===== config.mk =====
export PLATFORM = sky130hd
export DESIGN_NAME = csr_regfile_flat
export DESIGN_NICKNAME = d
export VERILOG_FILES = /design/src/rtl/csr_pkg.sv /design/src/rtl/csr_if.sv /design/src/rtl/csr_counter64.sv /design/src/rtl/csr_regfile.sv /design/src/flat_wrapper.sv
export SDC_FILE = /design/constraint.sdc
export NUM_CORES = 1
export LEC_CHECK = 0
export ABC_AREA = 1
export BUFFER_PORTS_ARGS = -buffer_cell sky130_fd_sc_hd__buf_2
export CAP_MARGIN = 15
export CORE_ASPECT_RATIO = 1.1
export CORE_MARGIN = 5
export CORE_UTILIZATION = 35
export DETAILED_ROUTE_END_ITERATION = 16
export PLACE_DENSITY = 0.67
export SETUP_SLACK_MARGIN = 0.02
export SLEW_MARGIN = 5
export SYNTH_ARGS = -nofsm -noshare
export SYNTH_HDL_FRONTEND = slang
export SYNTH_SLANG_ARGS = --single-unit

===== constraint.sdc =====
create_clock -name clk -period 4.7 [get_ports clk]
set_input_delay 0.94 -clock clk [delete_from_list [all_inputs] [get_ports clk]]
set_output_delay 0.94 -clock clk [all_outputs]
set_load 0.02 [all_outputs]

===== src/rtl/csr_pkg.sv =====
// Shared CSR definitions: addresses, mstatus/mie bit positions, widths.
// Counter CSRs exist only when CSR_COUNTERS_EN is defined.
package csr_pkg;

    localparam int REG_DATA_WIDTH = 32;
    localparam int BUS_ADDR_WIDTH = 32;

    localparam logic [11:0] CSR_MSTATUS       = 12'h300;
    localparam logic [11:0] CSR_MISA          = 12'h301;
    localparam logic [11:0] CSR_MIE           = 12'h304;
    localparam logic [11:0] CSR_MTVEC         = 12'h305;
    localparam logic [11:0] CSR_MCOUNTINHIBIT = 12'h320;
    localparam logic [11:0] CSR_MSCRATCH      = 12'h340;
    localparam logic [11:0] CSR_MEPC          = 12'h341;
    localparam logic [11:0] CSR_MCAUSE        = 12'h342;
    localparam logic [11:0] CSR_MTVAL         = 12'h343;
    localparam logic [11:0] CSR_MIP           = 12'h344;
    localparam logic [11:0] CSR_MCYCLE        = 12'hB00;
    localparam logic [11:0] CSR_MINSTRET      = 12'hB02;
    localparam logic [11:0] CSR_MCYCLEH       = 12'hB80;
    localparam logic [11:0] CSR_MINSTRETH     = 12'hB82;
    localparam logic [11:0] CSR_MHARTID       = 12'hF14;

    localparam int MSTATUS_MIE    = 3;
    localparam int MSTATUS_MPIE   = 7;
    localparam int MSTATUS_MPP_LO = 11;
    localparam int MSTATUS_MPP_HI = 12;

    localparam int MIE_MSIE = 3;
    localparam int MIE_MTIE = 7;
    localparam int MIE_MEIE = 11;

    localparam logic [31:0] MIE_MASK =
        (32'd1 << MIE_MSIE) | (32'd1 << MIE_MTIE) | (32'd1 << MIE_MEIE);

    typedef struct packed {
        logic mpie;
        logic mie;
    } mstatus_t;

    function automatic logic [31:0] mstatus_pack(input mstatus_t s);
        logic [31:0] v;
        v = '0;
        v[MSTATUS_MPP_HI:MSTATUS_MPP_LO] = 2'b11;
        v[MSTATUS_MPIE] = s.mpie;
        v[MSTATUS_MIE] = s.mie;
        return v;
    endfunction

endpackage


===== src/rtl/csr_if.sv =====
// CSR access bus between the execute-stage CSR unit (master)
// and the CSR register file (slave).
interface csr_if import csr_pkg::*; ();

    logic [31:0]               csr_raddr_i;
    logic [REG_DATA_WIDTH-1:0] csr_rdata_o;
    logic                      csr_illegal_o;
    logic                      csr_we_i;
    logic [BUS_ADDR_WIDTH-1:0] csr_waddr_i;
    logic [REG_DATA_WIDTH-1:0] csr_wdata_i;

    modport master (
        output csr_raddr_i,
        output csr_we_i,
        output csr_waddr_i,
        output csr_wdata_i,
        input  csr_rdata_o,
        input  csr_illegal_o
    );

    modport slave (
        input  csr_raddr_i,
        input  csr_we_i,
        input  csr_waddr_i,
        input  csr_wdata_i,
        output csr_rdata_o,
        output csr_illegal_o
    );

endinterface


===== src/rtl/csr_counter64.sv =====
// 64-bit performance counter with per-half software writes.
// A write to either half suppresses that cycle's increment.
module csr_counter64 (
    input  logic        clk,
    input  logic        rst,
    input  logic        inc,
    input  logic        inhibit,
    input  logic        we_lo,
    input  logic        we_hi,
    input  logic [31:0] wdata,
    output logic [31:0] lo,
    output logic [31:0] hi
);

    logic [63:0] cnt;

    always_ff @(posedge clk) begin
        if (rst) begin
            cnt <= '0;
        end else if (we_lo) begin
            cnt[31:0] <= wdata;
        end else if (we_hi) begin
            cnt[63:32] <= wdata;
        end else if (inc && !inhibit) begin
            cnt <= cnt + 64'd1;
        end
    end

    assign lo = cnt[31:0];
    assign hi = cnt[63:32];

endmodule


===== src/rtl/csr_regfile.sv =====
// Machine-mode CSR register file with trap/mret handling.
// Define CSR_COUNTERS_EN to build mcycle/minstret/mcountinhibit.
module csr_regfile import csr_pkg::*; #(
    parameter logic [31:0] MTVEC_RESET = 32'h0000_0000,
    parameter logic [31:0] MISA_VAL    = 32'h4000_1104,
    parameter logic [31:0] HART_ID     = 32'd0
) (
    input  logic        clk,
    input  logic        rst,
    csr_if.slave        bus,
    input  logic        trap_enter_i,
    input  logic [31:0] trap_pc_i,
    input  logic [31:0] trap_cause_i,
    input  logic        mret_i,
    input  logic        inst_retire_i,
    input  logic        irq_ext_i,
    input  logic        irq_timer_i,
    input  logic        irq_sw_i,
    output logic [31:0] mtvec_o,
    output logic [31:0] mepc_o,
    output logic [31:0] mie_o,
    output logic        global_int_en_o
);

    logic [11:0] raddr;
    logic [11:0] waddr;
    logic [31:0] wdata;
    logic        wr;

    mstatus_t    mstatus_q;
    logic [31:0] mie_q;
    logic [31:0] mtvec_q;
    logic [31:0] mscratch_q;
    logic [31:0] mepc_q;
    logic [31:0] mcause_q;
    logic [31:0] mtval_q;
    logic [31:0] mip;
    logic [31:0] rdata;
    logic        illegal;
    logic        unused_bits;

    assign raddr = bus.csr_raddr_i[11:0];
    assign waddr = bus.csr_waddr_i[11:0];
    assign wdata = bus.csr_wdata_i;

    // A trap swallows any CSR write issued in the same cycle.
    assign wr = bus.csr_we_i && !trap_enter_i;

    assign mip = {20'd0, irq_ext_i, 3'd0, irq_timer_i, 3'd0, irq_sw_i, 3'd0};

    always_ff @(posedge clk) begin
        if (rst) begin
            mstatus_q  <= '0;
            mie_q      <= '0;
            mtvec_q    <= {MTVEC_RESET[31:2], 2'b00};
            mscratch_q <= '0;
            mepc_q     <= '0;
            mcause_q   <= '0;
            mtval_q    <= '0;
        end else if (trap_enter_i) begin
            mepc_q         <= {trap_pc_i[31:1], 1'b0};
            mcause_q       <= trap_cause_i;
            mstatus_q.mpie <= mstatus_q.mie;
            mstatus_q.mie  <= 1'b0;
        end else begin
            if (mret_i) begin
                mstatus_q.mie  <= mstatus_q.mpie;
                mstatus_q.mpie <= 1'b1;
            end else if (wr && waddr == CSR_MSTATUS) begin
                mstatus_q.mie  <= wdata[MSTATUS_MIE];
                mstatus_q.mpie <= wdata[MSTATUS_MPIE];
            end
            if (wr) begin
                case (waddr)
                    CSR_MIE:      mie_q      <= wdata & MIE_MASK;
                    CSR_MTVEC:    mtvec_q    <= {wdata[31:2], 2'b00};
                    CSR_MSCRATCH: mscratch_q <= wdata;
                    CSR_MEPC:     mepc_q     <= {wdata[31:1], 1'b0};
                    CSR_MCAUSE:   mcause_q   <= wdata;
                    CSR_MTVAL:    mtval_q    <= wdata;
                    default: ;
                endcase
            end
        end
    end

`ifdef CSR_COUNTERS_EN
    logic        cy_q;
    logic        ir_q;
    logic [31:0] cyc_lo;
    logic [31:0] cyc_hi;
    logic [31:0] ret_lo;
    logic [31:0] ret_hi;

    always_ff @(posedge clk) begin
        if (rst) begin
            cy_q <= 1'b0;
            ir_q <= 1'b0;
        end else if (wr && waddr == CSR_MCOUNTINHIBIT) begin
            cy_q <= wdata[0];
            ir_q <= wdata[2];
        end
    end

    csr_counter64 u_mcycle (
        .clk     (clk),
        .rst     (rst),
        .inc     (1'b1),
        .inhibit (cy_q),
        .we_lo   (wr && waddr == CSR_MCYCLE),
        .we_hi   (wr && waddr == CSR_MCYCLEH),
        .wdata   (wdata),
        .lo      (cyc_lo),
        .hi      (cyc_hi)
    );

    csr_counter64 u_minstret (
        .clk     (clk),
        .rst     (rst),
        .inc     (inst_retire_i),
        .inhibit (ir_q),
        .we_lo   (wr && waddr == CSR_MINSTRET),
        .we_hi   (wr && waddr == CSR_MINSTRETH),
        .wdata   (wdata),
        .lo      (ret_lo),
        .hi      (ret_hi)
    );

    assign unused_bits = ^{bus.csr_raddr_i[31:12], bus.csr_waddr_i[31:12]};
`else
    assign unused_bits = ^{bus.csr_raddr_i[31:12], bus.csr_waddr_i[31:12],
                           inst_retire_i};
`endif

    // Reads see pre-edge state; same-cycle writes are not bypassed.
    always_comb begin
        rdata   = '0;
        illegal = 1'b0;
        unique case (raddr)
            CSR_MSTATUS:  rdata = mstatus_pack(mstatus_q);
            CSR_MISA:     rdata = MISA_VAL;
            CSR_MIE:      rdata = mie_q;
            CSR_MTVEC:    rdata = mtvec_q;
            CSR_MSCRATCH: rdata = mscratch_q;
            CSR_MEPC:     rdata = mepc_q;
            CSR_MCAUSE:   rdata = mcause_q;
            CSR_MTVAL:    rdata = mtval_q;
            CSR_MIP:      rdata = mip;
            CSR_MHARTID:  rdata = HART_ID;
`ifdef CSR_COUNTERS_EN
            CSR_MCOUNTINHIBIT: rdata = {29'd0, ir_q, 1'b0, cy_q};
            CSR_MCYCLE:        rdata = cyc_lo;
            CSR_MCYCLEH:       rdata = cyc_hi;
            CSR_MINSTRET:      rdata = ret_lo;
            CSR_MINSTRETH:     rdata = ret_hi;
`else
            CSR_MCOUNTINHIBIT,
            CSR_MCYCLE,
            CSR_MCYCLEH,
            CSR_MINSTRET,
            CSR_MINSTRETH:     rdata = '0;
`endif
            default: illegal = 1'b1;
        endcase
    end

    assign bus.csr_rdata_o   = rdata;
    assign bus.csr_illegal_o = illegal;

    assign mtvec_o         = mtvec_q;
    assign mepc_o          = mepc_q;
    assign mie_o           = mie_q;
    assign global_int_en_o = mstatus_q.mie;

endmodule


===== src/flat_wrapper.sv =====
// flat-port wrapper written by rule: the top's interface ports become plain ports
module csr_regfile_flat import csr_pkg::*;
#(
    parameter logic [31:0] MTVEC_RESET = 32'h0000_0000,
    parameter logic [31:0] MISA_VAL    = 32'h4000_1104,
    parameter logic [31:0] HART_ID     = 32'd0
)
  (clk, rst, trap_enter_i, trap_pc_i, trap_cause_i, mret_i, inst_retire_i, irq_ext_i, irq_timer_i, irq_sw_i, mtvec_o, mepc_o, mie_o, global_int_en_o, bus_csr_raddr_i, bus_csr_we_i, bus_csr_waddr_i, bus_csr_wdata_i, bus_csr_rdata_o, bus_csr_illegal_o);
  csr_if bus_i ();
  input  logic clk;
  input  logic rst;
  input  logic trap_enter_i;
  input  logic [31:0] trap_pc_i;
  input  logic [31:0] trap_cause_i;
  input  logic mret_i;
  input  logic inst_retire_i;
  input  logic irq_ext_i;
  input  logic irq_timer_i;
  input  logic irq_sw_i;
  output logic [31:0] mtvec_o;
  output logic [31:0] mepc_o;
  output logic [31:0] mie_o;
  output logic global_int_en_o;
  input wire logic [$bits(bus_i.csr_raddr_i)-1:0] bus_csr_raddr_i;
  input wire logic [$bits(bus_i.csr_we_i)-1:0] bus_csr_we_i;
  input wire logic [$bits(bus_i.csr_waddr_i)-1:0] bus_csr_waddr_i;
  input wire logic [$bits(bus_i.csr_wdata_i)-1:0] bus_csr_wdata_i;
  output wire logic [$bits(bus_i.csr_rdata_o)-1:0] bus_csr_rdata_o;
  output wire logic [$bits(bus_i.csr_illegal_o)-1:0] bus_csr_illegal_o;
  assign bus_i.csr_raddr_i = bus_csr_raddr_i;
  assign bus_i.csr_we_i = bus_csr_we_i;
  assign bus_i.csr_waddr_i = bus_csr_waddr_i;
  assign bus_i.csr_wdata_i = bus_csr_wdata_i;
  assign bus_csr_rdata_o = bus_i.csr_rdata_o;
  assign bus_csr_illegal_o = bus_i.csr_illegal_o;
  csr_regfile #(.MTVEC_RESET(MTVEC_RESET), .MISA_VAL(MISA_VAL), .HART_ID(HART_ID)) u_core (.clk(clk), .rst(rst), .bus(bus_i), .trap_enter_i(trap_enter_i), .trap_pc_i(trap_pc_i), .trap_cause_i(trap_cause_i), .mret_i(mret_i), .inst_retire_i(inst_retire_i), .irq_ext_i(irq_ext_i), .irq_timer_i(irq_timer_i), .irq_sw_i(irq_sw_i), .mtvec_o(mtvec_o), .mepc_o(mepc_o), .mie_o(mie_o), .global_int_en_o(global_int_en_o));
endmodule

==> flow_summary.json, run 1 <==
{
  "outcome": "complete, no violations",
  "synthToLayoutAreaGrowth_pct": 19.6,
  "grt_pass1_vias": 8633,
  "hpwlAfterDp_mm": 23.0,
  "rr_startpoint": "u_core.global_int_en_o",
  "hp-class": "register to register",
  "cts_buffers": 17,
  "seq_area_sq_um": 3240,
  "synth_top_area_share_pct": 36.9,
  "cts_tree": "done",
  "synth.avg_cell_area_sq_um": 5.98,
  "endpoint_kind": "output port",
  "cts_max_level": 4,
  "routedWlPerCell_microns": 16.3,
  "final_cell_mix": "564 x nand2_1, 231 x nor2_1, 224 x buf_2, 162 x dfxtp_1, 112 x inv_1",
  "clk_pin_slew_ns": 0.07,
  "fmax_ghz": 0.257,
  "worst_slack_ns": 0.807,
  "rsz0062_at_grt": "false",
  "initial_core_util_pct": 35.7,
  "synth_cell_types": 30,
  "firstDrtPassIters": 5,
  "critPathKind": "primary input to output port",
  "die_w_microns": 161,
  "fin_util_pct": 42.7,
  "p_leak_nw": 5.63,
  "cts_root_buffer": "clkbuf_16",
  "syn_area_sq_um": 8790,
  "synth_area_leaders": "dfxtp_1 37%, nand2_1 24%, nor2_1 9.9%, a21oi_1 5.5%, nand3_1 5.1%",
  "yosysSeqAreaShare_pct": 36.9,
  "max_cap_violations": 0,
  "finalSetupViolations": 0,
  "grt_overflow": 0,
  "clock_skew_ns": 0.000454,
  "period_needed_ns": 3.89,
  "syn_inst": 1471,
  "start_kind": "primary input",
  "clock-sinks": 162,
  "rows": 60,
  "cts.hold.buffers_added": 0,
  "timing.final.crit_share_pct": 82.8,
  "synth.largest_area_cell": "dfxtp_1",
  "finalHoldViolCount": 0,
  "relSlewSlack_pct": 40.7,
  "setup_tns_ns": 0,
  "dp_slack_ns": 0.860,
  "drt_iter0_markers": 680,
  "io_pins": 299,
  "r2r_end": "u_core.mstatus_q[1]",
  "track_usage_pct": 21.9,
  "num_antenna_cells": 0,
  "endpoint": "bus_csr_rdata_o[24]",
  "post_cts_resized": 0,
  "routed_wl_mm": 32.1,
  "clockBufferDepth": 2,
  "tightest_slew_ns": 0.888,
  "fin_nets": 1817,
  "dieArea_sq_um": 28400,
  "drive_gt1_share_pct": 18.5,
  "ir_drop_v": 0.000231,
  "cp_max_fo": 25,
  "synth-seq-cells": 162,
  "chipHeight_microns": 176,
  "required_ns": 3.76,
  "placeableCoreArea_sq_um": 24600,
  "antenna_found_initial": 2,
  "ff2ff_setup_slack_ns": 3.95,
  "route.detailed.drc": 0,
  "cts_setup_buffers": 0,
  "startpoint": "bus_csr_raddr_i[4]",
  "multi_input_area_sq_um": 4580,
  "drt-vias-per-instance": 4.82,
  "io_buffers": 224,
  "fillers": 2677,
  "yosys_warnings": 0,
  "grt_pass1_wl_mm": 48.5,
  "layout_commonest_cell": "nand2_1",
  "ff2ff_path_depth": 4,
  "ant_nets": 0,
  "cp_data_arrival_time_ns": 2.95,
  "grt_start_max_net_pins": 66,
  "finalNonFillerCells": 1971,
  "place.gp.congestion": 0.908,
  "vias": 9508,
  "clock_latency_ns": 0.42,
  "slew_viol_final": 0,
  "p_per_area_nw_per_um2": 301,
  "dpl.cell_count": 1939
}
==> power breakdown <==
| part | switching, mW | internal, mW |
|---|---|---|
| Clock | 0.656 | 0.757 |
| Sequential | 0.0220 | 1.40 |
| Combinational | 0.223 | 0.102 |
==> Yosys cell counts <==
library cell  count
inv_2             7
nand3_2           2
nor2_1          231
a21oi_1          96
clkinv_4          1
o211ai_2          1
dfxtp_1         162
buf_2            21
nand4_1           1
inv_1           112
buf_4            38
o21ai_0          26
buf_6             4
nand3b_1          1
conb_1            1
nand2_4           1
nand2_1         564
nor3_2            1
clkbuf_1         39
nand3_1          89
clkinv_1          2
nor2_4            3
o2111ai_1         1
nor3_1            5
buf_1            11
mux2i_1           1
o22ai_1           1
o21ai_1          31
nor2_2           13
nand2_2           5
==> flip-flops by register name, summed over array words and instances, names as in the netlist <==
register	cells
u_core.global_int_en_o	1
u_core.mcause_q	32
u_core.mscratch_q	32
u_core.mstatus_q	1
u_core.mepc_o	31
u_core.mie_o	3
u_core.mtval_q	32
u_core.mtvec_o	30
==> cell families after synthesis <==
| logic type | Yosys count | synth area share, % |
|---|---|---|
| mux | 1 | 0.114 |
| buf+inv | 235 | 12.4 |
| compound gates | 156 | 9.02 |
| flops | 162 | 36.9 |
| simple gates | 916 | 41.6 |
| other cells | 1 | 0.0427 |
==> per-layer routing <==
layer | track usage, % | vias to the layer above | share of wire (%)
li1 | - | 4795 | -
met1 | 25.8 | 4325 | 40
met2 | 39.7 | 347 | 50
met3 | 5.32 | 37 | 7.4
met4 | 5.65 | 4 | 2.0
met5 | 0 | - | 0.059
==> critical path, cell delays in order <==
cell and delay, ns:
buf_2 0.13, nor2_2 0.13, nand2_1 0.10, nor2_4 0.38
nand2_2 0.21, inv_2 0.47, nand2_1 0.09, nand2_1 0.14
nor2_1 0.05, nand2_1 0.10, buf_2 0.18
==> how the worst min path moves through the flow <==
stage | start | to | slack [ns] | depth (start not counted)
after floorplan | u_core.mcause_q[13] | u_core.mcause_q[13] | 0.46 | 2
after global placement | u_core.mcause_q[29] | u_core.mcause_q[29] | 0.47 | 2
after detailed placement | u_core.mcause_q[7] | u_core.mcause_q[7] | 0.48 | 2
after CTS | u_core.mcause_q[7] | u_core.mcause_q[7] | 0.49 | 2
after global routing | u_core.mcause_q[8] | u_core.mcause_q[8] | 0.51 | 2
final | u_core.mcause_q[8] | u_core.mcause_q[8] | 0.48 | 2
==> final cells by class <==
type,instances,share of cell area (%)
Multi-Input combinational cell,1105,43.6
Inverter,122,4.40
Sequential cell,162,30.8
Timing Repair Buffer,240,11.9
Clock inverter,15,1.53
Clock buffer,17,4.04
Tap cell,310,3.69
==> metrics by stage <==
| step | area [sq um] | hold WS, ns | total power [mW] |
|---|---|---|---|
| after floorplan | 8910 | 0.464 | 1.66 |
| after global placement | 9930 | 0.471 | 1.78 |
| after CTS | 10500 | 0.485 | 3.18 |
| after global routing | 10500 | 0.505 | 3.29 |
| final | 10500 | 0.483 | 3.16 |
| after detailed placement | 9930 | 0.475 | 1.78 |
(Power assumes the default switching activity.)
==> run 2, diff against run 1 <==
Settings changed: PLACE_DENSITY 0.67 to 0.69.
Clock period 4.7 ns to 3.3 ns, I/O delays scaled along.
==> flow_summary.json, run 2 (synthesized netlist as in run 1, its figures left out) <==
{
  "outcome": "complete, no violations",
  "worst_slack_ns": 0.427,
  "drt-vias-per-instance": 4.81,
  "finalSetupViolations": 0,
  "cp_data_arrival_time_ns": 2.21,
  "grt_start_max_net_pins": 66,
  "io_pins": 299,
  "drive_gt1_share_pct": 19.2,
  "place.gp.congestion": 0.946,
  "p_per_area_nw_per_um2": 422,
  "critPathKind": "primary input to output port",
  "ant_nets": 0,
  "dieArea_sq_um": 28400,
  "cts_setup_buffers": 0,
  "synthToLayoutAreaGrowth_pct": 21.1,
  "rr_startpoint": "u_core.mstatus_q[1]",
  "max_cap_violations": 0,
  "cts_root_buffer": "clkbuf_16",
  "whs_path_depth": 2,
  "ir_drop_v": 0.000296,
  "endpoint_kind": "output port",
  "p_total_mw": 4.50,
  "track_usage_pct": 21.1,
  "vias": 9546,
  "io_buffers": 224,
  "cts.hold.buffers_added": 0,
  "finalNonFillerCells": 1985,
  "placeableCoreArea_sq_um": 24600,
  "design_area_sq_um": 10600,
  "ff2ff_setup_slack_ns": 2.56,
  "grt_pass1_vias": 8722,
  "clk_pin_slew_ns": 0.07,
  "antenna_found_initial": 3,
  "top_layer_used": "met5",
  "ff2ff_path_depth": 4,
  "crit_family": "simple AND/OR/NAND/NOR gates",
  "clock-sinks": 162,
  "fin_nets": 1831,
  "tightest_slew_ns": 0.710,
  "grt_overflow": 0,
  "cts_max_level": 4,
  "final_cell_mix": "564 x nand2_1, 231 x nor2_1, 224 x buf_2, 162 x dfxtp_1, 112 x inv_1",
  "met2WireLength_mm": 15.3,
  "post_cts_resized": 0,
  "clock_skew_ns": 0.00276,
  "cpMaxStageDelayCell": "nor2_4",
  "rsz0062_at_grt": "false",
  "timing.final.crit_share_pct": 87.1,
  "rows": 60,
  "largestRegisters": "u_core.mcause_q (32), u_core.mscratch_q (32), u_core.mtval_q (32)",
  "initial_core_util_pct": 35.7,
  "route.detailed.drc": 0,
  "required_ns": 2.64,
  "finalHoldViolCount": 0,
  "routed_wl_mm": 31.2,
  "met1_length_mm": 12.5,
  "fmax_ghz": 0.348,
  "layout_commonest_cell": "nand2_1",
  "min_from": "u_core.mcause_q[18]",
  "p_leak_nw": 5.71,
  "cp_max_fo": 21,
  "start_kind": "primary input",
  "clock_latency_ns": 0.43,
  "hpwlAfterDp_mm": 22.9,
  "critical_path_buf_inv_count": 4,
  "cts_tree": "done",
  "clockBufferDepth": 2,
  "dp_slack_ns": 0.432,
  "path_cells": "buf_2, nor2_2, nand2_2, nor2_4, nand2_2, buf_4, o21ai_0, inv_1, nand2_1, buf_2",
  "hp-class": "register to register",
  "r2r_end": "u_core.global_int_en_o",
  "chipHeight_microns": 176,
  "timing.hold.ws_ns": 0.484,
  "routedWlPerCell_microns": 15.7,
  "fin_util_pct": 43.2,
  "firstDrtPassIters": 5,
  "dpl.cell_count": 1953,
  "cts_buffers": 17,
  "num_antenna_cells": 0,
  "relSlewSlack_pct": 52.7,
  "wl_met3_mm": 2.44,
  "grt_pass1_wl_mm": 46.9,
  "period_needed_ns": 2.87,
  "min_to": "u_core.mcause_q[18]",
  "cpPeakStageDelay_ns": 0.32,
  "setup_tns_ns": 0,
  "die_w_microns": 161,
  "slew_viol_final": 0,
  "placedInstanceArea_sq_um": 10100,
  "drt_iter0_markers": 703
}
==> run 2: cell types whose count changed in the layout (fill, tap and decap cells not counted) <==
| cell | change |
|---|---|
| inv_6 | +1 |
| buf_12 | +2 |
| buf_4 | +12 |
| clkinv_2 | +1 |
| clkinvlp_4 | -2 |
==> run 2: layout make-up <==
class | instances | area, sq um
inverters | 122 | 463
multi-input cells | 1105 | 4580
well taps | 310 | 388
flip-flops and latches | 162 | 3240
clock inverters | 15 | 160
clock buffers | 17 | 425
fillers | 2637 | 14000
repair buffers | 254 | 1380
==> run 2: worst max-delay path by stage <==
stage,cells past startpoint,slack (ns),from,to
final,10,0.43,bus_csr_raddr_i[11],bus_csr_rdata_o[13]
after global routing,11,0.29,bus_csr_raddr_i[4],bus_csr_rdata_o[25]
after CTS,11,0.42,bus_csr_raddr_i[11],bus_csr_rdata_o[29]
after detailed placement,11,0.43,bus_csr_raddr_i[11],bus_csr_rdata_o[29]
after global placement,11,0.43,bus_csr_raddr_i[11],bus_csr_rdata_o[29]
after floorplan,10,0.92,bus_csr_raddr_i[11],bus_csr_rdata_o[10]
==> run 2: per-layer routing <==
| metal | track usage [%] | vias to the layer above |
|---|---|---|
| met3 | 5.65 | 60 |
| met4 | 7.15 | 6 |
| li1 | - | 4831 |
| met2 | 36.9 | 381 |
| met5 | 0 | - |
| met1 | 25.0 | 4268 |
==> run 2: worst register-to-register path, stage by stage (launching register included) <==
cell and delay (ns):
dfxtp_1 0.33, mux2i_1 0.14, nand2_1 0.07, nand2_1 0.06
nor2_1 0.04
==> run 2: report_power, final <==
group	internal (mW)	switching, mW
logic	0.146	0.314
clock network	1.08	0.926
registers	2.00	0.0311
==> run 3, diff against run 2 <==
Settings changed: CORE_MARGIN 5 to 2.
==> flow_summary.json, run 3 (synthesized netlist as in run 1, its figures left out) <==
{
  "slew_viol_final": 0,
  "cts_max_level": 4,
  "min_to": "u_core.mcause_q[13]",
  "rsz0062_at_grt": "false",
  "max_cap_violations": 0,
  "hp-class": "register to register",
  "timing.hold.ws_ns": 0.484,
  "layout_commonest_cell": "nand2_1",
  "cp_max_fo": 13,
  "clk_pin_slew_ns": 0.07,
  "track_usage_pct": 23.3,
  "grt_pass1_wl_mm": 47.1,
  "finalNonFillerCells": 1981,
  "p_leak_nw": 5.70,
  "routedWlPerCell_microns": 15.7,
  "finalHoldViolCount": 0,
  "firstDrtPassIters": 7,
  "ir_drop_v": 0.000326,
  "drive_gt1_share_pct": 18.9,
  "drt-vias-per-instance": 4.79,
  "tightest_slew_ns": 0.766,
  "finalSetupViolations": 0,
  "rr_startpoint": "u_core.mepc_o[22]",
  "relSlewSlack_pct": 49.0,
  "clockPowerShare_pct": 45.8,
  "drt_iter0_markers": 585,
  "clock_latency_ns": 0.43,
  "required_ns": 2.64,
  "p_per_area_nw_per_um2": 432,
  "post_cts_resized": 0,
  "design_area_sq_um": 10700,
  "fin_nets": 1826,
  "power_switching_mw": 1.24,
  "ff2ff_setup_slack_ns": 2.54,
  "vias": 9493,
  "synthToLayoutAreaGrowth_pct": 21.2,
  "grt_overflow": 0,
  "largestRegisters": "u_core.mcause_q (32), u_core.mscratch_q (32), u_core.mtval_q (32)",
  "r2r_end": "u_core.mepc_o[22]",
  "route.detailed.drc": 0,
  "grt_pass1_vias": 8544,
  "ant_nets": 0,
  "antenna_found_initial": 2,
  "cts_buffers": 17,
  "outcome": "complete, no violations",
  "ff2ff_path_depth": 2,
  "clock_skew_ns": 0.00378,
  "io_pins": 299,
  "sw_frac_of_total_pct": 26.9,
  "cts_tree": "done",
  "cp_data_arrival_time_ns": 2.34,
  "p_comb_share_pct": 10.1,
  "clockBufferDepth": 2,
  "cts_root_buffer": "clkbuf_16",
  "hpwlAfterDp_mm": 22.1,
  "io_buffers": 224,
  "timing.final.crit_share_pct": 91.0,
  "worst_slack_ns": 0.297,
  "whs_path_depth": 2,
  "place.gp.congestion": 0.882,
  "rows": 60,
  "placedInstanceArea_sq_um": 10000,
  "chipHeight_microns": 170,
  "endpoint_kind": "output port",
  "dpl.cell_count": 1948,
  "placeableCoreArea_sq_um": 24500,
  "routed_wl_mm": 31.1,
  "dieArea_sq_um": 26400,
  "cts.hold.buffers_added": 0,
  "clock-sinks": 162,
  "die_w_microns": 155,
  "setup_tns_ns": 0,
  "initial_core_util_pct": 35.8,
  "cts_setup_buffers": 0,
  "grt_start_max_net_pins": 99,
  "dp_slack_ns": 0.315,
  "fmax_ghz": 0.333,
  "p_int_mw": 3.37,
  "period_needed_ns": 3.00,
  "min_from": "u_core.mcause_q[13]",
  "final_cell_mix": "564 x nand2_1, 231 x nor2_1, 224 x buf_2, 162 x dfxtp_1, 112 x inv_1",
  "critPathKind": "primary input to output port",
  "start_kind": "primary input",
  "power_frac_seq_pct": 44.1
}
-- run 3: layout make-up --
| type | instances | area (sq um) |
|---|---|---|
| inverters | 122 | 463 |
| well taps | 310 | 388 |
| multi-input cells | 1105 | 4580 |
| flip-flops and latches | 162 | 3240 |
| fillers | 2579 | 13900 |
| clock inverters | 14 | 190 |
| diodes | 1 | 2.50 |
| repair buffers | 249 | 1360 |
| clock buffers | 18 | 429 |
-- run 3: per-stage QoR --
| stage | utilization, % | power [mW] |
|---|---|---|
| finish | 43.4 | 4.61 |
| CTS | 43.4 | 4.65 |
| global placement | 40.9 | 2.53 |
| global route | 43.4 | 4.78 |
| detailed placement | 40.9 | 2.54 |
| floorplan | - | 2.36 |
-- run 3: power by group through the flow --
| stage | Clock (mW) | Sequential (mW) | Combinational (mW) |
|---|---|---|---|
| final | 2.11 | 2.03 | 0.464 |
| after global routing | 2.23 | 2.04 | 0.512 |
| after CTS | 2.15 | 2.03 | 0.466 |
| after detailed placement | 0 | 2.08 | 0.464 |
| after global placement | 0 | 2.07 | 0.460 |
| after floorplan | 0 | 2.10 | 0.265 |
-- run 3: worst max-delay path by stage --
stage                                   start             endpoint  depth (start not counted)
after floorplan           bus_csr_raddr_i[11]  bus_csr_rdata_o[10]                         10
after global placement    bus_csr_raddr_i[11]  bus_csr_rdata_o[11]                         10
after detailed placement  bus_csr_raddr_i[11]  bus_csr_rdata_o[11]                         10
after CTS                 bus_csr_raddr_i[11]  bus_csr_rdata_o[11]                         10
after global routing      bus_csr_raddr_i[11]  bus_csr_rdata_o[24]                         10
final                     bus_csr_raddr_i[11]  bus_csr_rdata_o[11]                         10
-- run 3: critical path: stages --
cell	delay, ns
buf_2	0.12
nor2_2	0.12
nand2_2	0.10
nor2_4	0.31
nand2_2	0.27
buf_4	0.28
o21ai_0	0.15
nor2_1	0.06
nand2_1	0.09
buf_2	0.17
-- run 3: layer usage --
metal  global-route usage, %  routed length [microns]  share of wire, %  vias to the layer above
met3                    4.53                     2340               7.5                       52
met4                    8.82                      954               3.1                        4
met1                    28.3                    12600                41                     4236
met5                       0                       27             0.087                        -
met2                    40.5                    15200                49                      385
li1                        -                        -                 -                     4816
